### config.mk
export PLATFORM = sky130hd
export DESIGN_NAME = variable_update_dispatcher
export DESIGN_NICKNAME = d
export VERILOG_FILES = /design/src/rtl/variable_update_dispatcher.sv
export SDC_FILE = /design/constraint.sdc
export NUM_CORES = 1
export LEC_CHECK = 0
export CORE_ASPECT_RATIO = 0.5
export CORE_UTILIZATION = 40
export DETAILED_ROUTE_END_ITERATION = 12
export DONT_BUFFER_PORTS = 1
export MAX_ROUTING_LAYER = met4
export PLACE_DENSITY = 0.53
export SYNTH_ARGS = -nofsm -noshare
export SYNTH_HDL_FRONTEND = slang
export SYNTH_SLANG_ARGS = --single-unit
### constraint.sdc
create_clock -name in_clock -period 2.2 [get_ports in_clock]
set_clock_uncertainty 0.1 [all_clocks]
set_input_delay 0.33 -clock in_clock [delete_from_list [all_inputs] [get_ports in_clock]]
set_output_delay 0.33 -clock in_clock [all_outputs]
set_load 0.03 [all_outputs]
### src/rtl/variable_update_dispatcher.sv
// -----------------------------------------------------------------------------
// variable_update_dispatcher
//
// Consumer end of the variable-chooser interface. Takes one (type, index)
// choice per handshake, validates it, then either flips a boolean in the local
// bank or hands the index to the integer/discrete proposal unit and waits for
// its done pulse (guarded by a watchdog). Every operation ends with a
// one-cycle out_update_done pulse, with out_error set when the choice was
// rejected or the proposal unit timed out.
//
// Ports
//   in_clock, in_reset        clock, asynchronous active-high reset
//   in_choice_valid           chooser presents a choice
//   out_choice_ready          dispatcher idle and able to accept
//   in_choosen_type/_index    chosen variable (0 bool, 1 int, 2 disc, 3 illegal)
//   out_int_req/out_disc_req  level requests to the proposal units
//   out_req_index             latched index, valid while a request is high
//   in_int_done/in_disc_done  one-cycle completion pulses from the units
//   out_boolean_values        current boolean bank
//   out_update_done/out_error completion pulse and its error qualifier
//   out_update_type/_index    latched choice, held between operations
// -----------------------------------------------------------------------------
module variable_update_dispatcher #(
    parameter int                  NUM_BOOL  = 2,
    parameter int                  NUM_INT   = 3,
    parameter int                  NUM_DISC  = 1,
    parameter int                  IDX_W     = 8,
    parameter int                  TIMEOUT   = 255,
    parameter logic [NUM_BOOL-1:0] BOOL_INIT = '0
) (
    input  logic                in_clock,
    input  logic                in_reset,
    input  logic                in_choice_valid,
    output logic                out_choice_ready,
    input  logic [1:0]          in_choosen_type,
    input  logic [IDX_W-1:0]    in_choosen_index,
    output logic                out_int_req,
    output logic                out_disc_req,
    output logic [IDX_W-1:0]    out_req_index,
    input  logic                in_int_done,
    input  logic                in_disc_done,
    output logic [NUM_BOOL-1:0] out_boolean_values,
    output logic                out_update_done,
    output logic                out_error,
    output logic [1:0]          out_update_type,
    output logic [IDX_W-1:0]    out_update_index
);

    typedef enum logic [2:0] {
        S_IDLE,
        S_DECODE,
        S_WAIT_INT,
        S_WAIT_DISC,
        S_DONE
    } state_t;

    // Watchdog counts 0 .. TIMEOUT-1; at least one bit even when disabled.
    localparam int CNT_W = (TIMEOUT > 1) ? $clog2(TIMEOUT) : 1;
    localparam logic [CNT_W-1:0] CNT_LAST = (TIMEOUT > 0) ? CNT_W'(TIMEOUT - 1) : '0;

    // Index range checks are done on a widened copy so that a count larger
    // than 2**IDX_W, or a full-width index, still compares correctly unsigned.
    localparam int CMP_W = IDX_W + 32;
    localparam logic [CMP_W-1:0] LIM_BOOL = CMP_W'(NUM_BOOL);
    localparam logic [CMP_W-1:0] LIM_INT  = CMP_W'(NUM_INT);
    localparam logic [CMP_W-1:0] LIM_DISC = CMP_W'(NUM_DISC);

    state_t                state_q, state_d;
    logic [CNT_W-1:0]      cnt_q, cnt_d;
    logic                  err_d;
    logic                  do_flip;
    logic                  idx_legal;
    logic                  timeout_hit;
    logic [CMP_W-1:0]      idx_ext;
    logic [NUM_BOOL-1:0]   flip_mask;

    assign idx_ext       = {32'd0, out_update_index};
    assign out_req_index = out_update_index;
    assign timeout_hit   = (TIMEOUT != 0) && (cnt_q == CNT_LAST);

    always_comb begin
        // NOTE: every combinational output gets a default before any branch,
        // so no path leaves it unassigned and no latch is inferred.
        idx_legal = 1'b0;
        case (out_update_type)
            2'd0:    idx_legal = (idx_ext < LIM_BOOL);
            2'd1:    idx_legal = (idx_ext < LIM_INT);
            2'd2:    idx_legal = (idx_ext < LIM_DISC);
            default: idx_legal = 1'b0;
        endcase
    end

    // One-hot mask of the boolean to invert; empty for out-of-range indices.
    always_comb begin
        flip_mask = '0;
        for (int i = 0; i < NUM_BOOL; i++) begin
            flip_mask[i] = (idx_ext == CMP_W'(i));
        end
    end

    always_comb begin
        state_d = state_q;
        cnt_d   = cnt_q;
        err_d   = out_error;
        do_flip = 1'b0;
        case (state_q)
            S_IDLE: begin
                if (in_choice_valid) state_d = S_DECODE;
            end
            S_DECODE: begin
                cnt_d = '0;
                if (!idx_legal) begin
                    state_d = S_DONE;
                    err_d   = 1'b1;
                end else begin
                    case (out_update_type)
                        2'd0: begin
                            state_d = S_DONE;
                            do_flip = 1'b1;
                        end
                        2'd1:    state_d = S_WAIT_INT;
                        default: state_d = S_WAIT_DISC;
                    endcase
                end
            end
            S_WAIT_INT: begin
                if (in_int_done) begin
                    state_d = S_DONE;
                end else if (timeout_hit) begin
                    state_d = S_DONE;
                    err_d   = 1'b1;
                end else begin
                    cnt_d = cnt_q + CNT_W'(1);
                end
            end
            S_WAIT_DISC: begin
                if (in_disc_done) begin
                    state_d = S_DONE;
                end else if (timeout_hit) begin
                    state_d = S_DONE;
                    err_d   = 1'b1;
                end else begin
                    cnt_d = cnt_q + CNT_W'(1);
                end
            end
            S_DONE: begin
                state_d = S_IDLE;
                err_d   = 1'b0;
            end
            default: state_d = S_IDLE;
        endcase
    end

    // Outputs are registered from the next state so they change on the same
    // edge as the state and never depend combinationally on inputs.
    always_ff @(posedge in_clock or posedge in_reset) begin
        // NOTE: sequential state uses non-blocking assignments only, so every
        // register samples the pre-edge values regardless of statement order.
        if (in_reset) begin
            state_q            <= S_IDLE;
            cnt_q              <= '0;
            out_error          <= 1'b0;
            out_choice_ready   <= 1'b1;
            out_int_req        <= 1'b0;
            out_disc_req       <= 1'b0;
            out_update_done    <= 1'b0;
            out_update_type    <= '0;
            out_update_index   <= '0;
            out_boolean_values <= BOOL_INIT;
        end else begin
            state_q          <= state_d;
            cnt_q            <= cnt_d;
            out_error        <= err_d;
            out_choice_ready <= (state_d == S_IDLE);
            out_int_req      <= (state_d == S_WAIT_INT);
            out_disc_req     <= (state_d == S_WAIT_DISC);
            out_update_done  <= (state_d == S_DONE);
            if (state_q == S_IDLE && in_choice_valid) begin
                out_update_type  <= in_choosen_type;
                out_update_index <= in_choosen_index;
            end
            if (do_flip) out_boolean_values <= out_boolean_values ^ flip_mask;
        end
    end

endmodule

======== Word-level counts from Yosys, hierarchy flattened ========
Index checks and enable logic that the tools add are counted.
operators by class
  bitwise operators ....................... 1
  reduce and logical (&&, ||, !) cells .... 9
  $add $sub $neg .......................... 1
  equality and inequality tests ........... 14
  $lt $le $gt $ge ......................... 3
  muxes and demuxes ....................... 20
operator list
  kind                                                                          number
  40-bit zero test                                                              1
  8-bit 2-to-1 mux                                                              3
  8-bit one-hot mux with 3 select lines                                         1
  8-bit by 2-bit less-than comparator with 1-bit output, second input constant  2
  3-bit 2-to-1 mux                                                              5
  3-bit by 2-bit == test with 1-bit output, second input constant               4
  3-bit one-hot mux with 4 select lines                                         1
  8-bit by 1-bit adder with 8-bit output, second input constant                 1
  8-bit by 1-bit == test with 1-bit output, second input constant               1
  8-bit == test, second input constant                                          1
  8-bit by 1-bit less-than comparator with 1-bit output, second input constant  1
  1-bit 2-to-1 mux                                                              7
  3-bit == test, second input constant                                          2
  3-bit zero test                                                               2
  2-bit inequality test, second input constant                                  3
  3-bit one-hot mux with 2 select lines                                         1
  1-bit one-hot mux with 4 select lines                                         1
  4-bit AND reduction                                                           1
  4-bit nonzero test                                                            1
  3-bit by 1-bit == test with 1-bit output, second input constant               1
  1-bit one-hot mux with 3 select lines                                         1
  3-bit AND reduction                                                           1
  3-bit nonzero test                                                            1
  2-bit by 1-bit == test with 1-bit output, second input constant               1
  4 further kinds                                                               4
storage, ports and cells
  word-level logic and storage cells ...... 58
  output and inout port bits .............. 25
  flip-flop bits (word level) ............. 28
  input port bits ......................... 15

======== Depth between registers and ports, before layout ========
  word-level depth ........................ 5
  depth in mapped cells ................... 6
  gate-level depth less buffers ........... 6

======== Least setup slack after synthesis ========
OpenSTA, ideal clock, no wires.
  path type ............................... flip-flop to flip-flop
  start point ............................. reg out_update_index[2] (netlist: out_req_index[2])
  end point ............................... reg out_boolean_values[0]
  arrival ................................. 1,474 ps
  library setup time ...................... 80 ps
  required time ........................... 2,020 ps
  slack ................................... 546 ps
  stages on the path, launching flop included .. 5
  clock period less this slack ............ 1,654 ps
  path buffers ............................ 0
  cell sequence ........................... dfrtp_1 > nor4_2 > nand3_2 > nor4b_2 > xor2_1
on the way
  cells in the longest elaborated chain, start to end .. 4
  elaborated cells between the ends (all ways) .. 8
  those cells by class .................... 3 x order compare; 3 x mux; 1 x bitwise; 1 x reduce/logical
ends and longest elaborated chain
  what                                                                                 RTL line  RTL
  start: declaration                                                                   46        output logic [IDX_W-1:0] out_update_index
  start signal: assignment                                                             180       out_update_index <= in_choosen_index;
  8-bit by 1-bit less-than comparator with 1-bit output, or another cell as far along  88        2'd2: idx_legal = (idx_ext < LIM_DISC);
  1-bit one-hot mux with 3 select lines                                                85        case (out_update_type)
  1-bit 2-to-1 mux                                                                     112       if (!idx_legal) begin
  1-bit 2-to-1 mux                                                                     106       case (state_q)
  end signal: assignment                                                               182       if (do_flip) out_boolean_values <= out_boolean_values ^ flip_mask;
  end: declaration                                                                     42        output logic [NUM_BOOL-1:0] out_boolean_values,
Several ways; a longest one is shown, not always the timed one.
A chain may end at the register's enable or synchronous reset.

======== Final worst setup path ========
  start point ............................. reg state_q[0]
  end point ............................... reg cnt_q[6]
on the way
  cells in the longest elaborated chain, start to end .. 3
  elaborated cells between the ends (all ways) .. 8
  those cells by class .................... 5 x eq/ne; 1 x mux; 2 x reduce/logical
ends and longest elaborated chain
  what                                                                                                  RTL line  RTL
  start: declaration                                                                                    68        state_t state_q, state_d;
  start signal: assignment                                                                              171       state_q <= state_d;
  3-bit by 2-bit == test with 1-bit output or 3-bit by 1-bit == test with 1-bit output (tied branches)  106
  2-bit inequality test (no line) or 3-bit nonzero test (tied branches)                                 n/a
  3-bit AND reduction (no line)                                                                         n/a
  end signal: assignment                                                                                172       cnt_q <= cnt_d;
  end: declaration                                                                                      69        logic [CNT_W-1:0] cnt_q, cnt_d;
Several ways; a longest one is shown, not always the timed one.

==> run metrics <==
most numerous cell in the Yosys netlist dfrtp_1; drt drc 0; Worst Path Max Fanout 9; total grt overflow 0; worst vdd ir 438 uV; prevailing post-synth register cell dfrtp_1; Hold Vio Cnt, Final 0; CTS H-Tree Depth 1; RSZ-0062 raised after global routing false; maximum clock path buffer count 2; area growth from synthesis to layout 10.7%; area post-placement 0.00156 sq mm; initial core utilization 42.4%; cell taking the most area after synthesis dfrtp_1; Synth cell types 39; Detail Placement HPWL 2.10 mm; most instantiated cells after synthesis dfrtp_1, mux2_2, buf_4; slowest stage delay, CP 0.54 ns; top-area cell type share of the netlist area 45.6%; # setup viols final 0; status finished, final reports clean; Critical Path RT 2.31 ns; largest net degree at the start of global routing 18; crit path kind flip-flop to flip-flop; worst rel slew slack 68.8%; Wirelength per Cell 14.8 um; f_max 556 MHz; clk sinks 28; fin crit period 1.80 ns; DR iter-0 viols 65; Setup Fix Bufs, Post-CTS 0; #FFs+latches synth 28; cell row count 15; number of synthesized flops with an enable pin 0; Worst path slowest cell dfrtp_1; post-layout instance area 0.00164 sq mm; Mean Syn Cell Area 11.1 sq um; CTS Buf Count 3; antenna-violating nets left 0; total wire length 2.83 mm; arrival time worst endpoint 1.91 ns; IO buf count 0; CP Capture Type flip-flop; worst path bufs/invs 0; crit-path cells mux2i_4, o211ai_4, or4_1, a21oi_1; FFs w/ async S/R, synth 100%; Total Routing Usage GR 16.3%; Seq/Total Area, Yosys 47.4%; Die H 45.0 um; initial antenna violation count 0; yosys warns 0; vias per inst 5.26; M2 GR Usage 25.1%; fill cell count 336; HP Class primary input to flip-flop; met1 GRT Util 20.8%; CORE AREA 0.00349 sq mm; die area 0.00397 sq mm; I/O pins 40; vias in the first global route 980; startpoint types flip-flop; root buffer cell clkbuf_8; Worst Max-Slew Pin Slew 0.468 ns; # hold bufs at CTS 1; diode count 0; routed via count 1005; die width 88.1 um; post-CTS sizing 0; synthesized cell area 0.00148 sq mm; total of max-cap violations 0; Mapped Cells 133; CTS clock-pin slew for the worst setup and hold paths 0.10 ns; clock latency on the worst-skew pair 0.27 ns; crit-path leading delay family flip-flops; CTS tree yes; Synth area leaders dfrtp_1, mux2_2, buf_4; Slew Viols, Final 0; GRT busiest layer met2; first-pass GRT wire length 4.59 mm; Net Count, Synth 150; Power Dens Cells 1080 mW/mm^2; fin nets 158; fraction of layout cells with a size suffix above 1 28.6%; met3 usage 5.85%; DR pass1 iterations 4; Final Cycle Share 81.8%; gpl congestion 0.833; total negative setup slack 0 ns; Leak Pwr 0.671 nW
through the flow:
| step | util [%] | cells | hold slack (ns) | power, mW | setup WS (ns) |
|---|---|---|---|---|---|
| floorplan | - | 133 | 0.295 | 1.28 | 0.546 |
| global placement | 44.7 | 186 | 0.169 | 1.38 | 0.424 |
| detailed placement | 44.7 | 186 | 0.160 | 1.38 | 0.427 |
| CTS | 47.0 | 191 | 0.0777 | 1.80 | 0.390 |
| global route | 47.0 | 191 | 0.0830 | 1.86 | 0.318 |
| finish | 47.0 | 191 | 0.0789 | 1.78 | 0.401 |
layout make-up:
type | count | area, sq um | area share (%)
Tap cell | 51 | 63.8 | 3.89
Clock inverter | 1 | 30.0 | 1.83
Clock buffer | 3 | 41.3 | 2.52
Sequential cell | 28 | 702 | 42.8
Inverter | 8 | 30.0 | 1.83
Timing Repair Buffer | 14 | 108 | 6.56
Multi-Input combinational cell | 86 | 666 | 40.6
routing by layer:
layer / vias to the layer above / share of wire, %
met5: - / 0
li1: 480 / -
met4: 0 / 1.4
met2: 27 / 45
met3: 9 / 6.3
met1: 489 / 48
power breakdown:
part | switching, mW | internal [mW] | leakage, nW
Clock | 0.168 | 0.244 | 0.0357
Combinational | 0.415 | 0.216 | 0.275
Sequential | 0.130 | 0.607 | 0.360
Total | 0.713 | 1.07 | 0.671
path summary, 6_finish.rpt:
kind	startpoint	cells past startpoint	end	slack, ns
min in group asynchronous	in_reset	2	cnt_q[1]	0.40
worst max register to register	state_q[0]	4	cnt_q[6]	0.40
max in group asynchronous	in_reset	3	out_boolean_values[0]	1.01
worst min-delay path	in_choosen_index[0]	2	out_req_index[0]	0.08
worst min register to register	cnt_q[5]	1	cnt_q[5]	0.41
worst max-delay path	state_q[0]	4	cnt_q[6]	0.40
cell usage in the layout, fill, tap and decap left out:
cell / netlist / final
and4_1: 1 / 1
nor3b_1: 1 / 1
nand2_1: 8 / 8
inv_1: 8 / 8
o31ai_1: 2 / 2
ha_1: 2 / 2
dfstp_2: 1 / 1
nand2b_1: 2 / 2
nor4b_1: 1 / 1
mux2_2: 10 / 10
nor3_1: 4 / 4
or2_2: 1 / 1
nor4_2: 1 / 1
dlygate4sd3_1: 0 / 1
nand3_2: 2 / 2
buf_4: 9 / 13
mux2i_1: 4 / 4
nor3b_4: 1 / 1
or3_1: 1 / 1
o21ai_0: 8 / 8
o211ai_4: 1 / 1
xor2_1: 2 / 2
clkbuf_8: 0 / 3
o311ai_1: 1 / 1
and2b_2: 1 / 1
o21ai_2: 1 / 1
nor2_1: 6 / 6
mux2i_4: 1 / 1
a21oi_1: 6 / 6
o21a_1: 1 / 1
nand4_1: 2 / 2
nand3_1: 5 / 5
dfrtp_1: 27 / 27
and3_1: 1 / 1
nor4b_2: 3 / 3
nor2b_1: 1 / 1
a211oi_1: 2 / 2
bufinv_16: 0 / 1
a221oi_1: 1 / 1
or4_1: 2 / 2
kinds of logic after synthesis:
kind of cell,synth area share (%)
simple gates,19.8
compound gates,10.5
mux,11.8
flops,47.4
fa+ha+maj,1.69
xor+xnor,1.18
buf+inv,7.69
sequential cells by signal (all words and copies together), names as in the netlist:
register / cells
cnt_q: 8
out_req_index: 8
state_q: 3
out_boolean_values: 2
out_update_type: 2
out_choice_ready: 1
out_disc_req: 1
out_error: 1
out_int_req: 1
out_update_done: 1
Power figures use the tool's default switching activity.
